[config.mk]
export PLATFORM = sky130hd
export DESIGN_NAME = rv_fetch_stage
export DESIGN_NICKNAME = d
export VERILOG_FILES = /design/src/rtl/rv_fetch_stage.sv
export SDC_FILE = /design/constraint.sdc
export NUM_CORES = 1
export LEC_CHECK = 0
export CORE_UTILIZATION = 56
export DETAILED_ROUTE_END_ITERATION = 8
export HOLD_SLACK_MARGIN = 0.06
export PLACE_DENSITY = 0.88
export SETUP_SLACK_MARGIN = 0.02
export SYNTH_ARGS = -nofsm -noshare
export SYNTH_HDL_FRONTEND = slang
export SYNTH_SLANG_ARGS = --single-unit
export TNS_END_PERCENT = 50
[constraint.sdc]
create_clock -name i_clk -period 3.7 [get_ports i_clk]
set_input_delay 0.925 -clock i_clk [delete_from_list [all_inputs] [get_ports i_clk]]
set_output_delay 0.925 -clock i_clk [all_outputs]
set_load 0.01 [all_outputs]
[src/rtl/rv_fetch_stage.sv]
// rv_fetch_stage: RV32I instruction-fetch stage.
// Owns the PC and keeps at most one instruction-memory request outstanding.
// It also fills the IF/ID register. A one-entry skid buffer catches a response
// that lands while decode is stalled. An EX redirect (flush) overrides every
// other transition. A request killed by a flush is drained in DROP.
`ifndef XLEN
`define XLEN 32
`endif

module rv_fetch_stage #(
  parameter logic [`XLEN-1:0] RESET_PC  = 32'h0000_0000,
  parameter logic [`XLEN-1:0] NOP_INSTR = 32'h0000_0013
) (
  input  logic             i_clk,
  input  logic             i_rstn,
  output logic             o_if_imem_req,
  output logic [`XLEN-1:0] o_if_imem_addr,
  input  logic             i_if_imem_gnt,
  input  logic             i_if_imem_rvalid,
  input  logic [`XLEN-1:0] i_if_imem_rdata,
  input  logic             i_if_stall,
  input  logic             i_if_flush,
  input  logic [`XLEN-1:0] i_if_target,
  output logic [`XLEN-1:0] o_if_pc_id,
  output logic [`XLEN-1:0] o_if_instr_id,
  output logic             o_if_valid_id
);

  typedef enum logic [1:0] {
    S_REQ  = 2'd0,
    S_WAIT = 2'd1,
    S_HOLD = 2'd2,
    S_DROP = 2'd3
  } state_e;

  // Clear the two low address bits; fetches are always word aligned.
  function automatic logic [`XLEN-1:0] word_align(input logic [`XLEN-1:0] addr);
    return addr & {{(`XLEN-2){1'b1}}, 2'b00};
  endfunction

  state_e           state_q, state_d;
  logic [`XLEN-1:0] pc_q, pc_d;
  logic [`XLEN-1:0] req_pc_q, req_pc_d;
  logic [`XLEN-1:0] skid_pc_q, skid_pc_d;
  logic [`XLEN-1:0] skid_instr_q, skid_instr_d;
  logic [`XLEN-1:0] id_pc_q, id_pc_d;
  logic [`XLEN-1:0] id_instr_q, id_instr_d;
  logic             id_valid_q, id_valid_d;
  logic [`XLEN-1:0] req_pc_inc_s;

  // Sequential PC after the outstanding fetch; the add wraps modulo 2^32.
  assign req_pc_inc_s = req_pc_q + 32'd4;

  // The request is a pure decode of the state register and is masked during reset.
  assign o_if_imem_req  = (state_q == S_REQ) && i_rstn;
  assign o_if_imem_addr = pc_q;
  assign o_if_pc_id     = id_pc_q;
  assign o_if_instr_id  = id_instr_q;
  assign o_if_valid_id  = id_valid_q;

  // Next-state logic: a flush wins over stall and over every normal transition.
  always_comb begin
    state_d      = state_q;
    pc_d         = pc_q;
    req_pc_d     = req_pc_q;
    skid_pc_d    = skid_pc_q;
    skid_instr_d = skid_instr_q;
    id_pc_d      = id_pc_q;
    id_instr_d   = id_instr_q;
    id_valid_d   = id_valid_q;

    if (i_if_flush) begin
      pc_d         = word_align(i_if_target);
      skid_pc_d    = {`XLEN{1'b0}};
      skid_instr_d = NOP_INSTR;
      id_pc_d      = {`XLEN{1'b0}};
      id_instr_d   = NOP_INSTR;
      id_valid_d   = 1'b0;
      case (state_q)
        // A request granted together with the flush went to the stale PC.
        S_REQ: begin
          if (i_if_imem_gnt) begin
            state_d = S_DROP;
          end else begin
            state_d = S_REQ;
          end
        end
        S_WAIT: begin
          if (i_if_imem_rvalid) begin
            state_d = S_REQ;
          end else begin
            state_d = S_DROP;
          end
        end
        S_HOLD: state_d = S_REQ;
        S_DROP: begin
          if (i_if_imem_rvalid) begin
            state_d = S_REQ;
          end else begin
            state_d = S_DROP;
          end
        end
        default: state_d = S_REQ;
      endcase
    end else begin
      case (state_q)
        S_REQ: begin
          if (i_if_imem_gnt) begin
            req_pc_d = pc_q;
            state_d  = S_WAIT;
          end else begin
            state_d  = S_REQ;
          end
        end
        S_WAIT: begin
          if (i_if_imem_rvalid) begin
            pc_d = req_pc_inc_s;
            if (i_if_stall) begin
              // Decode is frozen, so park the word in the skid buffer.
              skid_pc_d    = req_pc_q;
              skid_instr_d = i_if_imem_rdata;
              state_d      = S_HOLD;
            end else begin
              id_pc_d    = req_pc_q;
              id_instr_d = i_if_imem_rdata;
              id_valid_d = 1'b1;
              state_d    = S_REQ;
            end
          end else begin
            state_d = S_WAIT;
          end
        end
        S_HOLD: begin
          if (!i_if_stall) begin
            id_pc_d    = skid_pc_q;
            id_instr_d = skid_instr_q;
            id_valid_d = 1'b1;
            state_d    = S_REQ;
          end else begin
            state_d    = S_HOLD;
          end
        end
        S_DROP: begin
          if (i_if_imem_rvalid) begin
            state_d = S_REQ;
          end else begin
            state_d = S_DROP;
          end
        end
        default: state_d = S_REQ;
      endcase
    end
  end

  // State and datapath registers, with a synchronous active-low reset.
  always_ff @(posedge i_clk) begin
    if (!i_rstn) begin
      state_q      <= S_REQ;
      pc_q         <= word_align(RESET_PC);
      req_pc_q     <= {`XLEN{1'b0}};
      skid_pc_q    <= {`XLEN{1'b0}};
      skid_instr_q <= NOP_INSTR;
      id_pc_q      <= {`XLEN{1'b0}};
      id_instr_q   <= NOP_INSTR;
      id_valid_q   <= 1'b0;
    end else begin
      state_q      <= state_d;
      pc_q         <= pc_d;
      req_pc_q     <= req_pc_d;
      skid_pc_q    <= skid_pc_d;
      skid_instr_q <= skid_instr_d;
      id_pc_q      <= id_pc_d;
      id_instr_q   <= id_instr_d;
      id_valid_q   <= id_valid_d;
    end
  end

endmodule

==> metrics.txt, run 1 <==
result of the run=finished with violations; violations in the final reports=DRC; Final period util=0.738; unrepaired setup endpoints after global routing=false; net count after synthesis=1116; count of distinct cell types in the synthesized netlist=57; clock-pin slew of the registers on the worst-case setup and hold paths=0.07 ns; total I/O pin count=168; ranking of synthesized cells by instance count=sky130_fd_sc_hd__nand2_1, sky130_fd_sc_hd__dfxtp_1, sky130_fd_sc_hd__nor2_1; critical setup path kind=reg -> out; Antenna diodes=0; placeable core region=14700 sq um; number of gates resized after CTS=0; wire length of the first global-routing pass=35.5 mm; slowest stage cell on the critical path=sky130_fd_sc_hd__clkdlybuf4s50_1; Syn Std Cell Area=8540 sq um; delay contributed by the slowest stage of the critical path=0.53 ns; number of synthesized register bits=195; mean cell area of the mapped netlist=8.21 sq um; class of the worst hold path=reg -> reg; transition time at the pin with the least slew margin=0.853 ns; total vias in the final route=7832; dominant register cell in the synthesized netlist=sky130_fd_sc_hd__dfxtp_1; most numerous cell in the Yosys netlist=sky130_fd_sc_hd__nand2_1; type of destination of the critical path=output port; DRT antenna net count=0; Post-Route Skew=0.0119 ns; post-detailed-route wirelength per cell=16.5 um; effective utilization at floorplan=0.581; pin count of the biggest net entering global routing=92; number of warnings printed during yosys synthesis=0; required time at the endpoint of the critical path=2.77 ns; startpoint type of the worst setup path=flip-flop; R2R cell count=5; hold violation count in the final report=0; Skew-Pair Late Insertion Delay=0.45 ns; number of setup buffers added after CTS=0; Die X=125 um; power after layout=4740 uW; number of buffers added by the clock tree synthesis step=17; number of fill cells=1021; final worst slack=0.970 ns; htree depth=4; Max IR drop VDD=0.358 mV; cell count after synthesis=1040; standard-cell row count=44; Port Buf Inserts=165; setup_tns=0 ns; TritonCTS clock tree=built; pins over their slew limit=0; beginning of the worst hold path=skid_pc_q[6]; minimum setup slack after placement=0.822 ns; first-pass detailed-route iteration total=9; static leakage=0.00363 uW; global placer's final weighted congestion=0.879; final routed wirelength across all metal layers=22.3 mm; share of the synthesized area in the top cell type=0.457; final core occ=0.746; number of buffers on the longest clock path=2; share of cells above drive strength 1=0.0575; number of enable flip-flop cells after synthesis=0; Residual DRC=9; violation count after the first detailed-routing iteration=745; Period minus WS final=2.73 ns; biggest area consumer among synthesized cells=sky130_fd_sc_hd__dfxtp_1; PD cells=432 nW/um^2; fraction of synthesis flops using an asynchronous set or reset pin=0; worst path cell trace=inv_1 -> ha_1 -> and2_1 -> clkdlybuf4s50_1; total of max-cap violations=0; Final Instance Count excl. Fillers=1350; leftover overflow at the end of global routing=0; Total Die Area=15700 sq um; Arr. time, crit path=1.81 ns; Via density=5.80; Final setup viols=0; maximum fanout along the worst path=3; Area contributors post-synth=sky130_fd_sc_hd__dfxtp_1, sky130_fd_sc_hd__nand2_1, sky130_fd_sc_hd__mux2i_1; hpwl dp=14.6 mm; number of nets in the layout=1229; number of global-route vias before repair=7067; worst relative slew slack=0.426; Clk Tree Root Cell=sky130_fd_sc_hd__clkbuf_16; achievable frequency=0.366 GHz; number of buffers inserted by hold repair at cts=0; global router's overall resource usage=0.283; internal reg-to-reg setup slack=1.19 ns; clock tree sinks=195; R2R Path End=o_if_imem_addr[28]; destination of the worst hold path=skid_pc_q[6]; Hold Crit Depth=2; post-placement cell count=1318; antenna violations before repair=0; sequential-to-total area share from yosys stat=0.457; Layout area overhead=28.4%; die height=125 um; R2R Path Start=req_pc_q[2]
==> kinds of logic (layout without fill, tap and decap cells) <==
| logic type | count (synthesis) | after routing | share of synthesized area |
|---|---|---|---|
| compound gates | 244 | 244 | 0.189 |
| xor+xnor | 7 | 7 | 0.00718 |
| fa+ha+maj | 6 | 6 | 0.00879 |
| buf+inv | 97 | 223 | 0.0459 |
| flops | 195 | 195 | 0.457 |
| mux | 67 | 67 | 0.0785 |
| simple gates | 424 | 424 | 0.213 |
==> sequential cells by signal (all words and copies together), names as in the netlist <==
name and count:
o_if_imem_addr 32, o_if_instr_id 32, o_if_pc_id 32, o_if_valid_id 1, req_pc_q 32, skid_instr_q 32
skid_pc_q 32, state_q 2
==> cell type report <==
class,instances,area (sq um),area share
Sequential cell,195,3900,0.356
Inverter,7,26.3,0.00240
Tap cell,184,230,0.0210
Clock inverter,13,218,0.0199
Clock buffer,19,453,0.0413
Multi-Input combinational cell,748,4280,0.391
Timing Repair Buffer,184,1850,0.168
==> routing by layer <==
| layer | share of wire | GRT usage | wire length [um] | vias to the layer above |
|---|---|---|---|---|
| li1 | - | - | - | 3821 |
| met1 | 0.44 | 0.380 | 9700 | 3662 |
| met2 | 0.46 | 0.448 | 10300 | 298 |
| met3 | 0.072 | 0.0561 | 1610 | 51 |
| met4 | 0.029 | 0.105 | 638 | 0 |
| met5 | 0 | 0 | 0 | - |
==> power by group <==
group | internal [uW] | total, uW | switching, uW
combinational | 223 | 459 | 236
clock | 1250 | 2090 | 840
sequential | 2140 | 2190 | 45.5
==> worst max path at each step <==
stage | cells after the start | slack, ns | to | startpoint
floorplan | 3 | 1.25 | o_if_imem_req | i_rstn
global placement | 6 | 0.86 | o_if_pc_id[18] | i_if_imem_rvalid
detailed placement | 6 | 0.82 | o_if_pc_id[4] | i_if_imem_rvalid
CTS | 4 | 0.97 | o_if_imem_req | state_q[0]
global route | 4 | 0.90 | o_if_imem_req | state_q[0]
finish | 4 | 0.97 | o_if_imem_req | state_q[0]
==> worst max-delay path, delay by kind of cell, from the launching register on <==
family                   cells  cell delay (ns)
flip-flops                   1             0.33
AND/OR/NAND/NOR              1             0.13
buffers and inverters        2             0.69
adder cells (fa/ha/maj)      1             0.21
==> metrics by stage <==
step           cell area, sq um  hold slack [ns]
6_report                  11000            0.454
5_1_grt                   11000            0.469
4_1_cts                   11000            0.456
3_5_place_dp              10300            0.447
3_3_place_gp              10300            0.441
2_1_floorplan              8540            0.436
==> placed cells by master, fill, tap and decap left out, types with 9 or more instances in the layout <==
| cell | count |
|---|---|
| sky130_fd_sc_hd__nand2_1 | 262 |
| sky130_fd_sc_hd__dfxtp_1 | 195 |
| sky130_fd_sc_hd__clkdlybuf4s50_1 | 163 |
| sky130_fd_sc_hd__nor2_1 | 80 |
| sky130_fd_sc_hd__a21oi_1 | 70 |
| sky130_fd_sc_hd__mux2i_1 | 67 |
| sky130_fd_sc_hd__a211oi_1 | 62 |
| sky130_fd_sc_hd__a21boi_0 | 36 |
| sky130_fd_sc_hd__o21ai_0 | 33 |
| sky130_fd_sc_hd__nand3_1 | 17 |
| sky130_fd_sc_hd__clkbuf_16 | 17 |
| sky130_fd_sc_hd__buf_4 | 14 |
| sky130_fd_sc_hd__nor4_1 | 9 |
No activity file was read; power rests on OpenSTA's default activity.
==> run 2: changes to the inputs <==
CORE_UTILIZATION = 47   (was 56)
PLACE_DENSITY = 0.79   (was 0.88)
clock period = 2.4 ns   (was 3.7 ns; I/O delays follow)
==> run 2 against run 1 <==
Against the previous run:
- the flow now finishes without violations
- non-clock buffer count increased by 25
- first-iteration DRC count decreased by 25%
- power increased by 45%
- cell count increased by 5.0%
- combinational power increased by 62%
- design area increased by 1.7%
- core utilization decreased by 11 points
- critical path depth unchanged
- worst setup slack got worse by 0.80 ns
- global-route usage decreased by 3.2 points
- sequential share of layout area decreased by 0.60 points
- largest power group unchanged
==> metrics.txt, run 2 (synthesis results as in run 1) <==
class of the worst hold path=reg -> reg; global placer's final weighted congestion=0.844; most common library cell in the layout ignoring fill and taps=sky130_fd_sc_hd__nand2_1; wire length of the first global-routing pass=36.6 mm; DRT antenna net count=0; Period minus WS final=2.23 ns; delay contributed by the slowest stage of the critical path=0.39 ns; first-pass detailed-route iteration total=5; Residual DRC=0; worst relative slew slack=0.514; placeable core region=17500 sq um; number of stages on the worst setup path=4; Hold Crit Depth=2; share of cells above drive strength 1=0.0781; transition time at the pin with the least slew margin=0.722 ns; antenna violations before repair=1; setup_tns=0 ns; number of nets in the layout=1254; critical setup path kind=reg -> out; Layout area overhead=30.6%; cell class contributing the biggest share of worst-path delay=buffers and inverters; R2R cell count=6; Post-Route Skew=0.00903 ns; Arr. time, crit path=1.63 ns; hold violation count in the final report=0; PD cells=616 nW/um^2; total of max-cap violations=0; total vias in the final route=7836; number of global-route vias before repair=7363; total I/O pin count=168; pin count of the biggest net entering global routing=73; standard-cell row count=48; number of buffers on the longest clock path=2; part of the power in the clock network=0.402; Clk Tree Root Cell=sky130_fd_sc_hd__clkbuf_16; maximum fanout along the worst path=3; sw frac=0.266; slowest stage cell on the critical path=sky130_fd_sc_hd__dfxtp_1; Die X=137 um; htree depth=4; hpwl dp=15.1 mm; die height=137 um; unrepaired setup endpoints after global routing=false; final routed wirelength across all metal layers=23.0 mm; result of the run=completed; startpoint type of the worst setup path=flip-flop; Via density=5.53; TritonCTS clock tree=built; Port Buf Inserts=165; number of buffers inserted by hold repair at cts=0; commonest cells after routing, fill and taps aside=sky130_fd_sc_hd__nand2_1, sky130_fd_sc_hd__dfxtp_1, sky130_fd_sc_hd__clkdlybuf4s50_1; Critical path buffers and inverters=2; switching power=1820 uW; clock-pin slew of the registers on the worst-case setup and hold paths=0.07 ns; worst path cell trace=inv_1 -> ha_1 -> and2_1 -> dlygate4sd2_1; number of buffers added by the clock tree synthesis step=17; Comb pwr share=0.108; P_int=5050 uW; effective utilization at floorplan=0.487; Flop pwr share=0.490; global router's overall resource usage=0.250; Total Die Area=18700 sq um; achievable frequency=0.448 GHz; final core occ=0.636; post-detailed-route wirelength per cell=16.2 um; required time at the endpoint of the critical path=1.80 ns; leftover overflow at the end of global routing=0; violation count after the first detailed-routing iteration=556; Final setup viols=0; type of destination of the critical path=output port; static leakage=0.00373 uW; clock tree sinks=195; Skew-Pair Late Insertion Delay=0.44 ns; Final period util=0.931; Max IR drop VDD=0.527 mV; pins over their slew limit=0
run 2: changes by cell type in the layout (fill, tap and decap cells not counted), sizes merged:
cell | before | now
buf | 21 | 46
bufinv | 5 | 0
clkbuf | 19 | 17
clkdlybuf4s50 | 163 | 162
clkinv | 2 | 5
diode | 0 | 1
dlygate4sd2 | 0 | 1
inv | 11 | 15
run 2: worst paths after layout:
kind | endpoint | slack [ns] | from
setup / recovery | o_if_imem_req | 0.17 | state_q[1]
hold / removal | skid_instr_q[6] | 0.45 | skid_instr_q[6]
setup reg to reg | o_if_imem_addr[18] | 0.19 | req_pc_q[2]
hold reg to reg | skid_instr_q[6] | 0.45 | skid_instr_q[6]
run 2: worst min-delay path, delay by kind of cell, from the launching register on:
family	cells	cell delay, ns
compound gates	1	0.05
flops	1	0.31
simple gates	1	0.05
run 2: area by class of cell:
type | instances | area, sq um
Antenna cell | 1 | 2.50
Clock buffer | 17 | 425
Clock inverter | 15 | 141
Fill cell | 1470 | 6390
Inverter | 7 | 26.3
Multi-Input combinational cell | 748 | 4280
Sequential cell | 195 | 3900
Tap cell | 225 | 282
Timing Repair Buffer | 209 | 2080
run 2: power by group through the flow:
stage	Combinational [uW]	Clock, uW	Sequential, uW
6_report	742	2760	3370
5_1_grt	806	2910	3380
4_1_cts	743	2790	3370
3_5_place_dp	739	0	3440
3_3_place_gp	725	0	3440
2_1_floorplan	354	0	3450
run 2: what timing repair did:
action                     in CTS  in global routing
gates resized for setup         2                  0
setup endpoints to repair       1                  0
buffers inserted                0                  0
run 2: routing by layer:
layer	GRT usage	wire length [um]	vias up	part of all wire
met5	0	0	-	0
li1	-	-	3872	-
met3	0.0467	1340	34	0.058
met1	0.309	9840	3670	0.43
met2	0.437	11300	260	0.49
met4	0.0830	452	0	0.020
run 2: per-stage QoR:
step	hold WS, ns	area (sq um)	power, uW	cells	worst slack, ns
final	0.455	11100	6870	1417	0.167
after global routing	0.471	11100	7090	1416	0.103
after CTS	0.456	11100	6900	1416	0.164
after detailed placement	0.446	10600	4180	1384	0.0576
after global placement	0.441	10600	4160	1384	0.117
after floorplan	0.436	8540	3800	1040	0.258
==> run 3: changes to the inputs <==
CORE_MARGIN = 5   (was unset)
==> run 3 against run 2 <==
Against the previous run:
- combinational power hardly changed
- critical endpoint unchanged
- highest routed layer is now met5
- sequential share of layout area down 0.17 points
- sequential cell count did not move
- design area is 0.49% higher
- clock power grew 4%
- power rose by 1.7%
- clock-buffer cell count is the same
==> metrics.txt, run 3 (synthesis results as in run 1) <==
power after layout=6980 uW; critical setup path kind=reg -> out; hold violation count in the final report=0; Final Cell Area=11200 sq um; number of gates resized after CTS=2; Residual DRC=0; delay contributed by the slowest stage of the critical path=0.40 ns; worst relative slew slack=0.575; clock-pin slew of the registers on the worst-case setup and hold paths=0.07 ns; destination of the worst hold path=skid_pc_q[5]; transition time at the pin with the least slew margin=0.631 ns; Die X=145 um; effective utilization at floorplan=0.477; commonest cells after routing, fill and taps aside=sky130_fd_sc_hd__nand2_1, sky130_fd_sc_hd__dfxtp_1, sky130_fd_sc_hd__clkdlybuf4s50_1; Hold Crit Depth=2; hpwl dp=15.6 mm; total I/O pin count=168; htree depth=4; type of destination of the critical path=output port; number of buffers inserted by hold repair at cts=0; Arr. time, crit path=1.64 ns; leftover overflow at the end of global routing=0; clock tree sinks=195; result of the run=completed; Clk Tree Root Cell=sky130_fd_sc_hd__clkbuf_16; class of the worst hold path=reg -> reg; share of cells above drive strength 1=0.0765; Via density=5.47; cell class contributing the biggest share of worst-path delay=flip-flops; TritonCTS clock tree=built; first-pass detailed-route iteration total=4; violation count after the first detailed-routing iteration=546; R2R cell count=4; startpoint type of the worst setup path=flip-flop; number of global-route vias before repair=7304; unrepaired setup endpoints after global routing=false; Skew-Pair Late Insertion Delay=0.44 ns; final routed wirelength across all metal layers=22.8 mm; achievable frequency=0.446 GHz; Max IR drop VDD=0.547 mV; number of buffers on the longest clock path=2; wire length of the first global-routing pass=36.2 mm; Critical path buffers and inverters=2; Period minus WS final=2.24 ns; slowest stage cell on the critical path=sky130_fd_sc_hd__dfxtp_1; most common library cell in the layout ignoring fill and taps=sky130_fd_sc_hd__nand2_1; number of setup buffers added after CTS=0; total vias in the final route=7762; static leakage=0.00375 uW; placeable core region=17900 sq um; global placer's final weighted congestion=0.891; post-detailed-route wirelength per cell=16.1 um; PD cells=623 nW/um^2; pin count of the biggest net entering global routing=67; DRT antenna net count=0; required time at the endpoint of the critical path=1.80 ns; die height=145 um; R2R Path Start=req_pc_q[12]; global router's overall resource usage=0.216; Layout area overhead=31.2%; Final setup viols=0; cell area reported after detailed placement=10600 sq um; Final period util=0.934; final core occ=0.626; beginning of the worst hold path=skid_pc_q[5]; standard-cell row count=49; number of buffers added by the clock tree synthesis step=17; setup_tns=0 ns; internal reg-to-reg setup slack=0.21 ns; number of nets in the layout=1252; Total Die Area=21000 sq um; R2R Path End=o_if_imem_addr[25]; maximum fanout along the worst path=3; worst path cell trace=inv_1 -> ha_1 -> and2_1 -> dlygate4sd2_1; Post-Route Skew=0.0108 ns; Final Hold Slack=0.454 ns; Port Buf Inserts=165; total of max-cap violations=0; pins over their slew limit=0; antenna violations before repair=3
## run 3: cell types whose count changed in the layout (fill, tap and decap cells not counted)
cell                         change
sky130_fd_sc_hd__diode_2         +1
sky130_fd_sc_hd__buf_4           -5
sky130_fd_sc_hd__bufinv_16       +1
sky130_fd_sc_hd__buf_12          +3
sky130_fd_sc_hd__clkinvlp_4      -2
sky130_fd_sc_hd__inv_8           +2
sky130_fd_sc_hd__clkinv_2        +1
sky130_fd_sc_hd__inv_6           -2
## run 3: worst max-delay path by stage
stage                                 from                 end  slack [ns]  cells past startpoint
after CTS                       state_q[1]       o_if_imem_req        0.16                      4
after global placement    i_if_imem_rvalid  o_if_imem_addr[19]        0.11                      5
final                           state_q[1]       o_if_imem_req        0.16                      4
after detailed placement  i_if_imem_rvalid       o_if_pc_id[4]        0.04                      6
after floorplan                req_pc_q[2]  o_if_imem_addr[28]        0.26                      6
after global routing            state_q[1]       o_if_imem_req        0.10                      4
## run 3: report_power, final
| part | leakage, uW | total [uW] | switching [uW] | internal, uW |
|---|---|---|---|---|
| sequential | 0.00158 | 3370 | 63.9 | 3300 |
| combinational | 0.00187 | 739 | 375 | 364 |
| clock | 0.000297 | 2880 | 1390 | 1490 |
| total | 0.00375 | 6980 | 1830 | 5160 |
## run 3: layer usage
layer  track usage  share of wire
met5             0        0.00031
met3        0.0463          0.059
met1         0.278           0.44
met2         0.354           0.47
met4        0.0854          0.032
## run 3: area by class of cell
class                   count  area, sq um
inverters                   7         26.3
well taps                 229          287
clock inverters            15          166
fillers                  1519         6700
diodes                      2         5.00
repair buffers            207         2110
flip-flops and latches    195         3900
multi-input cells         748         4280
clock buffers              17          425
## run 3: metrics by stage
step	setup WS, ns	instances
final	0.159	1420
after global routing	0.101	1420
after floorplan	0.258	1040
after detailed placement	0.0447	1386
after CTS	0.160	1418
after global placement	0.105	1386
## run 3: worst min-delay path, stage by stage, from the launching register on
cell                      delay, ns
sky130_fd_sc_hd__dfxtp_1       0.31
sky130_fd_sc_hd__nand2_1       0.05
sky130_fd_sc_hd__a21oi_1       0.05
